File: config.mk
export PLATFORM = sky130hd
export DESIGN_NAME = hilo_div_unit
export DESIGN_NICKNAME = d
export VERILOG_FILES = /design/src/rtl/hilo_pkg.sv /design/src/rtl/hilo_div_unit_div_step.sv /design/src/rtl/hilo_div_unit.sv
export SDC_FILE = /design/constraint.sdc
export NUM_CORES = 1
export LEC_CHECK = 0
export CAP_MARGIN = 25
export CELL_PAD_IN_SITES_DETAIL_PLACEMENT = 1
export CELL_PAD_IN_SITES_GLOBAL_PLACEMENT = 2
export CORE_MARGIN = 10
export CORE_UTILIZATION = 30
export CTS_CLUSTER_DIAMETER = 50
export DETAILED_ROUTE_END_ITERATION = 7
export PLACE_DENSITY_LB_ADDON = 0.12
export SYNTH_ARGS = -nofsm -noshare
export SYNTH_HDL_FRONTEND = slang
export SYNTH_SLANG_ARGS = --single-unit
File: constraint.sdc
create_clock -name clk -period 11.45 [get_ports clk]
set_input_delay 1.145 -clock clk [delete_from_list [all_inputs] [get_ports clk]]
set_output_delay 1.145 -clock clk [all_outputs]
set_load 0.03 [all_outputs]
File: src/rtl/hilo_pkg.sv
// Shared types and constants for the HI/LO divide unit.
// State encoding, move-from bit positions and the divide-by-zero quotient fill.
package hilo_pkg;

  localparam int DEFAULT_WIDTH = 32;

  localparam int MF_ACTIVE = 1;
  localparam int MF_HI     = 0;

  localparam logic DIV0_LO_BIT = 1'b1;

  typedef enum logic [1:0] {
    IDLE,
    CALC,
    FIX
  } state_t;

endpackage

File: src/rtl/hilo_div_unit_div_step.sv
// One restoring-division iteration on unsigned magnitudes: shift, trial-subtract, set quotient bit.
module div_step
  import hilo_pkg::*;
#(
  parameter int WIDTH = DEFAULT_WIDTH
) (
  input  logic [WIDTH-1:0] rem_in,
  input  logic [WIDTH-1:0] q_in,
  input  logic [WIDTH-1:0] divisor,
  output logic [WIDTH-1:0] rem_out,
  output logic [WIDTH-1:0] q_out
);

  logic [WIDTH:0] rem_wide;
  logic           ge;

  // The extra top bit keeps the trial compare exact even if the shift carries out.
  always_comb begin
    rem_wide = {rem_in, q_in[WIDTH-1]};
    ge       = (rem_wide >= {1'b0, divisor});
    q_out    = {q_in[WIDTH-2:0], ge};
    rem_out  = ge ? (rem_wide[WIDTH-1:0] - divisor) : rem_wide[WIDTH-1:0];
  end

endmodule

File: src/rtl/hilo_div_unit.sv
// Multi-cycle signed divider owning the HI/LO registers, with stall request for move-from reads.
// Optional macro HILO_MT_EN adds the mt port for move-to writes of HI/LO while idle.
module hilo_div_unit
  import hilo_pkg::*;
#(
  parameter int WIDTH = DEFAULT_WIDTH,
  parameter int CNT_W = 6
) (
  input  logic             clk,
  input  logic             reset,
  input  logic             start,
  input  logic [WIDTH-1:0] dividend,
  input  logic [WIDTH-1:0] divisor,
  input  logic [1:0]       mf,
`ifdef HILO_MT_EN
  input  logic [1:0]       mt,
`endif
  output logic [WIDTH-1:0] hlout,
  output logic [WIDTH-1:0] hi,
  output logic [WIDTH-1:0] lo,
  output logic             busy,
  output logic             done,
  output logic             stall_req
);

  localparam logic [CNT_W-1:0] LAST_ITER = CNT_W'(WIDTH - 1);

  state_t           state_q, state_d;
  logic [CNT_W-1:0] counter_q, counter_d;
  logic [WIDTH-1:0] rem_q, rem_d;
  logic [WIDTH-1:0] quo_q, quo_d;
  logic [WIDTH-1:0] div_q, div_d;
  logic             qneg_q, qneg_d;
  logic             rneg_q, rneg_d;
  logic [WIDTH-1:0] hi_q, hi_d;
  logic [WIDTH-1:0] lo_q, lo_d;
  logic             done_q, done_d;

  logic [WIDTH-1:0] dividend_abs, divisor_abs;
  logic [WIDTH-1:0] step_rem, step_quo;
  logic             mt_req;

  // Negating the most negative value wraps to itself, which is the unsigned magnitude we want.
  assign dividend_abs = dividend[WIDTH-1] ? -dividend : dividend;
  assign divisor_abs  = divisor[WIDTH-1]  ? -divisor  : divisor;

`ifdef HILO_MT_EN
  assign mt_req = mt[MF_ACTIVE];
`else
  assign mt_req = 1'b0;
`endif

  div_step #(.WIDTH(WIDTH)) u_step (
    .rem_in  (rem_q),
    .q_in    (quo_q),
    .divisor (div_q),
    .rem_out (step_rem),
    .q_out   (step_quo)
  );

  always_comb begin
    state_d   = state_q;
    counter_d = counter_q;
    rem_d     = rem_q;
    quo_d     = quo_q;
    div_d     = div_q;
    qneg_d    = qneg_q;
    rneg_d    = rneg_q;
    hi_d      = hi_q;
    lo_d      = lo_q;
    done_d    = 1'b0;

    case (state_q)
      IDLE: begin
        if (start) begin
          if (divisor == '0) begin
            lo_d   = {WIDTH{DIV0_LO_BIT}};
            hi_d   = dividend;
            done_d = 1'b1;
          end else begin
            rem_d     = '0;
            quo_d     = dividend_abs;
            div_d     = divisor_abs;
            qneg_d    = dividend[WIDTH-1] ^ divisor[WIDTH-1];
            rneg_d    = dividend[WIDTH-1];
            counter_d = '0;
            state_d   = CALC;
          end
        end
`ifdef HILO_MT_EN
        else if (mt[MF_ACTIVE]) begin
          if (mt[MF_HI]) hi_d = dividend;
          else           lo_d = dividend;
        end
`endif
      end
      CALC: begin
        rem_d     = step_rem;
        quo_d     = step_quo;
        counter_d = counter_q + CNT_W'(1);
        if (counter_q == LAST_ITER) state_d = FIX;
      end
      FIX: begin
        lo_d    = qneg_q ? -quo_q : quo_q;
        hi_d    = rneg_q ? -rem_q : rem_q;
        done_d  = 1'b1;
        state_d = IDLE;
      end
      default: state_d = IDLE;
    endcase
  end

  always_ff @(posedge clk or posedge reset) begin
    if (reset) begin
      state_q   <= IDLE;
      counter_q <= '0;
      rem_q     <= '0;
      quo_q     <= '0;
      div_q     <= '0;
      qneg_q    <= 1'b0;
      rneg_q    <= 1'b0;
      hi_q      <= '0;
      lo_q      <= '0;
      done_q    <= 1'b0;
    end else begin
      state_q   <= state_d;
      counter_q <= counter_d;
      rem_q     <= rem_d;
      quo_q     <= quo_d;
      div_q     <= div_d;
      qneg_q    <= qneg_d;
      rneg_q    <= rneg_d;
      hi_q      <= hi_d;
      lo_q      <= lo_d;
      done_q    <= done_d;
    end
  end

  assign hi        = hi_q;
  assign lo        = lo_q;
  assign done      = done_q;
  assign busy      = (state_q != IDLE);
  assign hlout     = mf[MF_HI] ? hi_q : lo_q;
  assign stall_req = busy & (mf[MF_ACTIVE] | start | mt_req);

endmodule

# After elaboration in Yosys (flattened, before gate mapping)
# Cells that the tools add are included.
[word_totals] mem_count=0 out_inout_bits=99 in_bits=69 elab_cells=65 ff_bits=171 mem_bits_rw=0 mem_bits_ro=0 latchBits=0
[classes] n_addsub=6 n_bitwise=4 multipliers=0 n_mux=28 shifts=0 n_reduce_logical=9 order_cmp=1 div=0 n_eq_ne=7
[ops] operator="32-bit 2-to-1 mux" n=14
[ops] operator="32-bit one-hot mux with 2 select lines" n=4
[ops] operator="32-bit negator" n=4
[ops] operator="33-bit by 32-bit greater-or-equal comparator with 1-bit output" n=1
[ops] operator="32-bit zero test" n=1
[ops] operator="32-bit subtractor" n=1
[ops] operator="6-bit 2-to-1 mux" n=2
[ops] operator="6-bit one-hot mux with 2 select lines" n=1
[ops] operator="3-bit AND reduction" n=4
[ops] operator="2-bit inequality test, second input constant" n=4
[ops] operator="6-bit by 1-bit adder with 6-bit output, second input constant" n=1
[ops] operator="6-bit by 5-bit equality test with 1-bit output, second input constant" n=1
[ops] operator="2-bit 2-to-1 mux" n=3
[ops] operator="2-bit nonzero test" n=3
[ops] operator="2-bit one-hot mux with 2 select lines" n=1
[ops] operator="2-bit by 1-bit equality test with 1-bit output, second input constant" n=1
[ops] operator="2-bit equality test, second input constant" n=1
[ops] operator="2-bit zero test" n=1
[ops] operator="1-bit 2-to-1 mux" n=2
[ops] operator="1-bit one-hot mux with 2 select lines" n=1
[ops] operator="1-bit AND" n=1
[ops] operator="1-bit inverter" n=1
[ops] operator="1-bit bitwise OR" n=1
[ops] operator="1-bit bitwise XOR" n=1

# Depth between registers and ports, before layout
# Gate-level depths: netlist (run 1).
[logic_depth] depth_word=5 depth_mapped=13 depth_no_buf=12

# Modules after synthesis
# From an unflattened synthesis (run 1), not the netlist that was laid out.
[hier_totals] hier_cells=1371 hier_area_um2=12231.7
[by_module_without_submodules] module="hilo_div_unit" n_inst=1 cells_per_inst=1019 seq_area_each_um2=4279.1 area_per_inst_um2=9745.6
[by_module_without_submodules] module="div_step" n_inst=1 cells_per_inst=352 seq_area_each_um2=0.0 area_per_inst_um2=2486.1

# Least setup slack after synthesis (run 1)
# OpenSTA, ideal clock, no wires.
[synth_path] path_type="input to register" start="in divisor[0]" end="reg hi_q[0] (netlist: hi[0])" setup_ns=0.141 stages=11 t_required_ns=11.309 t_arrival_ns=3.780 n_path_buf=2 setup_slack_ns=7.529 cell_sequence="inv_1 -> ha_1 -> or3b_1 -> or4_4 -> or3_4 -> or3_4 -> or4_1 -> buf_2 -> buf_6 -> nand2_1 -> a31oi_1"
[synth_between] elab_chain_len=3
[synth_lines] element="start: declaration" line="hilo_div_unit.sv:13" rtl="input logic [WIDTH-1:0] divisor,"
[synth_lines] element="32-bit zero test" line="hilo_div_unit.sv:76" rtl="if (divisor == '0) begin"
[synth_lines] element="2-bit inequality test (no source line)"
[synth_lines] element="3-bit AND reduction (no source line)"
[synth_lines] element="end signal: assignment" line="hilo_div_unit.sv:133" rtl="hi_q <= hi_d;"
[synth_lines] element="end: declaration" line="hilo_div_unit.sv:35" rtl="logic [WIDTH-1:0] hi_q, hi_d;"
# Every way passes these cells.
# A chain may end at the register's enable or synchronous reset.

# Worst setup path after layout (run 1)
[layout_path] start="in divisor[13]" end="reg rneg_q"
[layout_between] elab_chain_len=3
[layout_lines] element="32-bit zero test" line="hilo_div_unit.sv:76"
[layout_lines] element="1-bit inverter (no source line)"
[layout_lines] element="3-bit AND reduction (no source line)"
[layout_lines] element="end signal: assignment" line="hilo_div_unit.sv:132" rtl="rneg_q <= rneg_d;"
[layout_lines] element="end: declaration" line="hilo_div_unit.sv:34" rtl="logic rneg_q, rneg_d;"
# Every way passes these cells.

==> flow_metrics.py, run 1 <==
metrics = {
    "sta": {
        "fin_setup_tns_ns": 0,
        "clock_skew_ns": 0.00977,
        "slew_headroom": 0.349,
        "hold_viol_final": 0,
        "finalSetupViolCount": 0,
        "finalMaxSlewViolations": 0,
        "fin_crit_ns": 4.73,
        "hold_ws_ns": 0.478,
        "rsz0062_at_grt": "false",
        "fin_crit_sh": 0.413,
        "tightest_slew_ns": 0.977,
        "timing.fmax_ghz": 0.211,
    },
    "critical_path": {
        "rrSetupSlack_ns": 7.55,
        "crit_arrival_ns": 5.06,
        "cpMaxStageDelayCell": "buf_4",
        "cp_max_fo": 97,
        "critPathCaptureType": "flip-flop",
        "timing.rr.start": "quo_q[31]$_DFFE_PP0P_",
        "cpLargestDelayFamily": "simple AND/OR/NAND/NOR gates",
        "cp_common_cell": "or4_1",
        "start_kind": "primary input",
        "crit_cells": 7,
        "r2r_end": "rem_q[30]$_DFFE_PP0P_",
        "slowest_delay_ns": 0.82,
        "cp_data_required_time_ns": 11.78,
        "cp-endpoint": "rneg_q$_DFFE_PP0P_",
        "worstSetupPathType": "primary input to flip-flop",
        "crit_path_cell_trace": "clkdlybuf4s50_1 -> or4_1 -> or4_1 -> or4_4 -> o211ai_4 -> buf_4 -> mux2_2",
        "crit_start": "divisor[13]",
        "r2r_cells": 12,
        "cp_num_buf_inv": 2,
    },
    "die": {
        "num_rows": 72,
        "ios": 168,
        "fp.dieW_um": 219,
        "fp.coreArea_um2": 39000,
        "start_util": 0.306,
        "fp.dieH_um": 219,
        "fp.dieArea_um2": 48100,
    },
    "placement": {
        "io_buffers": 167,
        "hpwl_um": 30200,
        "routabilityCongestion": 0.839,
        "dp_cells": 2030,
    },
    "synth": {
        "yosysWarnings": 0,
        "avgSynthCellArea_um2": 8.41,
        "synth_top_flop_cell": "dfrtp_1",
        "yosys-top-cells-area": "dfrtp_1 36%, nand2_1 6.2%, xor2_1 6.0%",
        "ys_seq_area_frac": 0.359,
        "synth_area_um2": 11900,
        "synth_top_area_cell": "dfrtp_1",
        "async_reset_ff_frac": 1.00,
        "synth_fp_nets": 1525,
        "synth_top_area_frac": 0.359,
        "synth_seq_cells": 171,
        "synth-edff-count": 0,
        "synth_cell_types": 69,
        "syn_inst": 1418,
    },
    "clocking": {
        "cts_tree": "built",
        "ctsResizeCount": 0,
        "cts_hold_buf": 0,
        "clockBufferDepth": 2,
        "h-tree-depth": 4,
        "clock-sinks": 171,
        "clk_latency_ns": 0.45,
        "root_buffer": "clkbuf_16",
        "post-cts-setup-buffers": 0,
        "clk_pin_slew_ns": 0.07,
        "cts_buffers": 17,
    },
    "detailed_routing": {
        "first_pass_iters": 4,
        "drtIter0Drc": 517,
        "vias": 10735,
        "viasPerCell": 5.20,
        "ant_nets": 0,
        "routed_wl_um": 40300,
        "wl_per_cell_um": 19.5,
        "drc_errors": 0,
    },
    "grt": {
        "grt_pass1_wl_um": 63900,
        "grt_pass1_vias": 10970,
        "top_usage_layer": "met2",
        "grt_max_degree": 99,
        "globalRouteMet2Util": 0.259,
        "antenna_found_initial": 0,
        "grt-ovfl-total": 0,
        "met1_usage": 0.238,
        "grt_util_met3": 0.0224,
        "grt_usage": 0.166,
    },
    "pwr": {
        "p_leak_nw": 5.99,
        "power.density_nw_per_um2": 278,
        "power_mw": 4.07,
        "ir_drop_mv": 0.0923,
    },
    "layout": {
        "final_util": 0.375,
        "final_nets": 1641,
        "fin_cells": 2063,
        "drive_above_1_share": 0.0693,
        "antenna_cells": 0,
        "area.growth.synth_to_final_pct": 22.8,
    },
    "run_status": {
        "status": "finished clean",
    },
    "flow_run": {
        "drv_cap": 0,
    },
    "min_path": {
        "min_path_type": "flip-flop to flip-flop",
        "hold_depth": 2,
    },
}
[tightest hold or removal path, stage by stage, from the launching register on]
cell     delay, ns
dfrtp_1       0.34
nand2_1       0.04
o21ai_0       0.06
[report_power, final]
group	internal (mW)	switching (mW)	leakage [nW]
Combinational	1.00	1.35	3.70
Clock	0.339	0.252	0.294
Sequential	0.824	0.309	2.00
[worst min-delay path by stage]
stage | endpoint | slack (ns) | start
6_report | div_q[20]$_DFFE_PP0P_ | 0.48 | div_q[20]$_DFFE_PP0P_
5_1_grt | state_q[1]$_DFFE_PP0P_ | 0.50 | counter_q[5]$_DFFE_PP0P_
4_1_cts | state_q[1]$_DFFE_PP0P_ | 0.49 | counter_q[5]$_DFFE_PP0P_
3_5_place_dp | div_q[20]$_DFFE_PP0P_ | 0.47 | div_q[20]$_DFFE_PP0P_
3_3_place_gp | div_q[22]$_DFFE_PP0P_ | 0.46 | div_q[22]$_DFFE_PP0P_
2_1_floorplan | div_q[31]$_DFFE_PP0P_ | 0.45 | div_q[31]$_DFFE_PP0P_
[kinds of logic after synthesis]
family / share of synthesized area
simple gates: 0.179
compound gates: 0.220
flops: 0.359
xor+xnor: 0.106
buf+inv: 0.0489
mux: 0.0471
fa+ha+maj: 0.0405
[cell usage in the layout, fill, tap and decap left out, types with 37 or more instances in the layout]
| cell | n |
|---|---|
| nand2_1 | 197 |
| dfrtp_1 | 171 |
| clkdlybuf4s50_1 | 166 |
| o21ai_0 | 132 |
| a21oi_1 | 103 |
| nor2_1 | 89 |
| xor2_1 | 82 |
| xnor2_1 | 62 |
| inv_1 | 52 |
| nor3_1 | 47 |
| a31oi_1 | 40 |
| ha_1 | 37 |
[sequential cells by signal, summed over array words and instances (netlist names)]
signal and count:
lo 32, hi 32, quo_q 32, qneg_q 1, rem_q 32, div_q 32
done 1, counter_q 6, state_q 2, rneg_q 1
[synth_stat cells (19+ instances only)]
master      n
a21oi_1   103
clkbuf_1   56
or3_1      19
dfrtp_1   171
buf_2      19
nor2_1     89
a31oi_1    40
xnor2_1    62
nor3_1     47
mux2_2     33
mux2i_1    19
o21ai_0   132
xor2_1     82
inv_1      53
nand2_1   197
ha_1       37
o31ai_1    31
[metal layers]
layer	wire length, um	vias up
met2	18000	168
met3	1400	20
met1	20600	5260
li1	-	5287
met5	0	-
met4	340	0
[metrics by stage]
stage / setup WS, ns / area, um2
final: 6.72 / 14600
after global routing: 6.49 / 14600
after CTS: 6.75 / 14600
after detailed placement: 6.26 / 14000
after global placement: 6.32 / 14000
after floorplan: 5.67 / 11900
[final cells by class]
type	count	area (um2)
fillers	4558	24400
multi-input cells	1107	7090
flip-flops and latches	171	4280
repair buffers	184	1850
well taps	518	648
clock buffers	21	480
inverters	53	204
clock inverters	9	95.1
No activity file was read; power rests on OpenSTA's default activity.
==> run 2, diff against run 1 <==
==> constraint.sdc (replaced) <==
create_clock -name clk -period 4.92 [get_ports clk]
set_input_delay 0.492 -clock clk [delete_from_list [all_inputs] [get_ports clk]]
set_output_delay 0.492 -clock clk [all_outputs]
set_load 0.03 [all_outputs]
==> flow_metrics.py, run 2 (synthesis results as in run 1) <==
metrics = {
    "layout": {
        "drive_above_1_share": 0.0703,
        "final_common_cell": "nand2_1",
        "final_nets": 1644,
        "final_cell_mix": "197 x nand2_1, 171 x dfrtp_1, 167 x clkdlybuf4s50_1, 132 x o21ai_0, 103 x a21oi_1",
        "area.growth.synth_to_final_pct": 23.3,
        "final_area_um2": 14700,
        "fillCellCount": 4571,
        "antenna_cells": 0,
    },
    "detailed_routing": {
        "wl_met2_um": 18100,
        "drc_errors": 0,
        "routed_wl_um": 39700,
        "viasPerCell": 5.14,
        "top_layer": "met4",
        "ant_nets": 0,
        "vias": 10636,
        "first_pass_iters": 5,
        "met3_length_um": 1230,
        "wl_per_cell_um": 19.2,
        "drtIter0Drc": 507,
        "met1_length_um": 19900,
    },
    "flow_run": {
        "drv_cap": 0,
    },
    "sta": {
        "fin_crit_ns": 3.61,
        "hold_ws_ns": 0.413,
        "tightest_slew_ns": 0.710,
        "hold_viol_final": 0,
        "slew_headroom": 0.527,
        "rsz0062_at_grt": "false",
        "clock_skew_ns": 0.0132,
        "finalSetupViolCount": 0,
        "finalMaxSlewViolations": 0,
        "timing.fmax_ghz": 0.277,
        "fin_crit_sh": 0.734,
        "fin_setup_tns_ns": 0,
    },
    "critical_path": {
        "crit_arrival_ns": 3.98,
        "r2r_end": "rem_q[30]$_DFFE_PP0P_",
        "worstSetupPathType": "primary input to flip-flop",
        "start_kind": "primary input",
        "cp_max_fo": 31,
        "crit_path_cell_trace": "clkdlybuf4s50_1 -> or4_1 -> or4_1 -> or4_4 -> o211ai_4 -> and2_2 -> buf_12 -> nand2_1 -> o221ai_1",
        "r2r_cells": 13,
        "rrSetupSlack_ns": 1.32,
        "crit_start": "divisor[13]",
        "slowest_delay_ns": 0.64,
        "cpMaxStageDelayCell": "and2_2",
        "timing.rr.start": "quo_q[31]$_DFFE_PP0P_",
        "cp_common_cell": "or4_1",
        "cp_data_required_time_ns": 5.29,
        "critPathCaptureType": "flip-flop",
    },
    "pwr": {
        "power.density_nw_per_um2": 648,
        "power_switching_mw": 4.46,
        "power_mw": 9.53,
        "p_leak_nw": 6.00,
        "switching_share": 0.468,
        "ir_drop_mv": 0.269,
        "p_clk_frac": 0.149,
        "comb_power_share": 0.579,
        "seqPwrFrac": 0.272,
        "p_int_mw": 5.07,
    },
    "placement": {
        "io_buffers": 167,
        "routabilityCongestion": 0.805,
        "placed_cell_area_um2": 14100,
        "hpwl_um": 30500,
    },
    "die": {
        "start_util": 0.306,
        "fp.dieH_um": 219,
        "fp.coreArea_um2": 39000,
        "ios": 168,
        "fp.dieW_um": 219,
        "fp.dieArea_um2": 48100,
        "num_rows": 72,
    },
    "grt": {
        "grt_pass1_vias": 10981,
        "grt_max_degree": 122,
        "grt_pass1_wl_um": 64100,
        "grt_usage": 0.167,
        "antenna_found_initial": 0,
        "grt-ovfl-total": 0,
    },
    "clocking": {
        "clk_latency_ns": 0.46,
        "cts_buffers": 17,
        "ctsResizeCount": 0,
        "clockBufferDepth": 2,
        "cts_hold_buf": 0,
        "post-cts-setup-buffers": 0,
        "root_buffer": "clkbuf_16",
        "clock-sinks": 171,
        "clk_pin_slew_ns": 0.08,
        "h-tree-depth": 4,
        "cts_tree": "built",
    },
    "min_path": {
        "min_path_type": "primary input to asynchronous set/reset pin",
    },
    "run_status": {
        "status": "finished clean",
    },
}
## run 2: final cells by class
cell class                      instances  area [um2]  share of cell area
Clock buffer                           18         429              0.0292
Clock inverter                         14         171              0.0117
Tap cell                              518         648              0.0441
Multi-Input combinational cell       1107        7080               0.482
Timing Repair Buffer                  187        1890               0.129
Inverter                               53         203              0.0138
Sequential cell                       171        4280               0.291
## run 2: worst max-delay path: cells and delay by family
kind	cells	cell delay, ns
compound gates	2	0.30
buf+inv	2	0.73
simple gates	5	2.41
## run 2: layer usage
layer,vias up,track usage
li1,5298,-
met1,5182,0.235
met4,0,0.0382
met5,-,0
met2,138,0.263
met3,18,0.0235
## run 2: through the flow
stage	std cells	util	setup slack, ns
final	2068	0.377	1.31
after global routing	2068	0.377	1.06
after CTS	2068	0.377	1.27
after detailed placement	2036	0.362	0.828
after global placement	2035	0.361	0.879
after floorplan	1418	-	1.65
## run 2: how the worst max path moves through the flow
stage,cells past startpoint,end
after floorplan,11,hi[0]$_DFFE_PP0P_
after global placement,9,rem_q[10]$_DFFE_PP0P_
after detailed placement,9,quo_q[2]$_DFFE_PP0P_
after CTS,13,rem_q[30]$_DFFE_PP0P_
after global routing,9,rem_q[0]$_DFFE_PP0P_
final,9,quo_q[2]$_DFFE_PP0P_
## run 2: power by group through the flow
stage	logic, mW	clock network [mW]	registers [mW]
floorplan	4.10	0	2.45
global placement	5.41	0	2.62
detailed placement	5.55	0	2.62
CTS	5.58	1.48	2.60
global route	6.25	1.53	2.69
finish	5.51	1.42	2.59
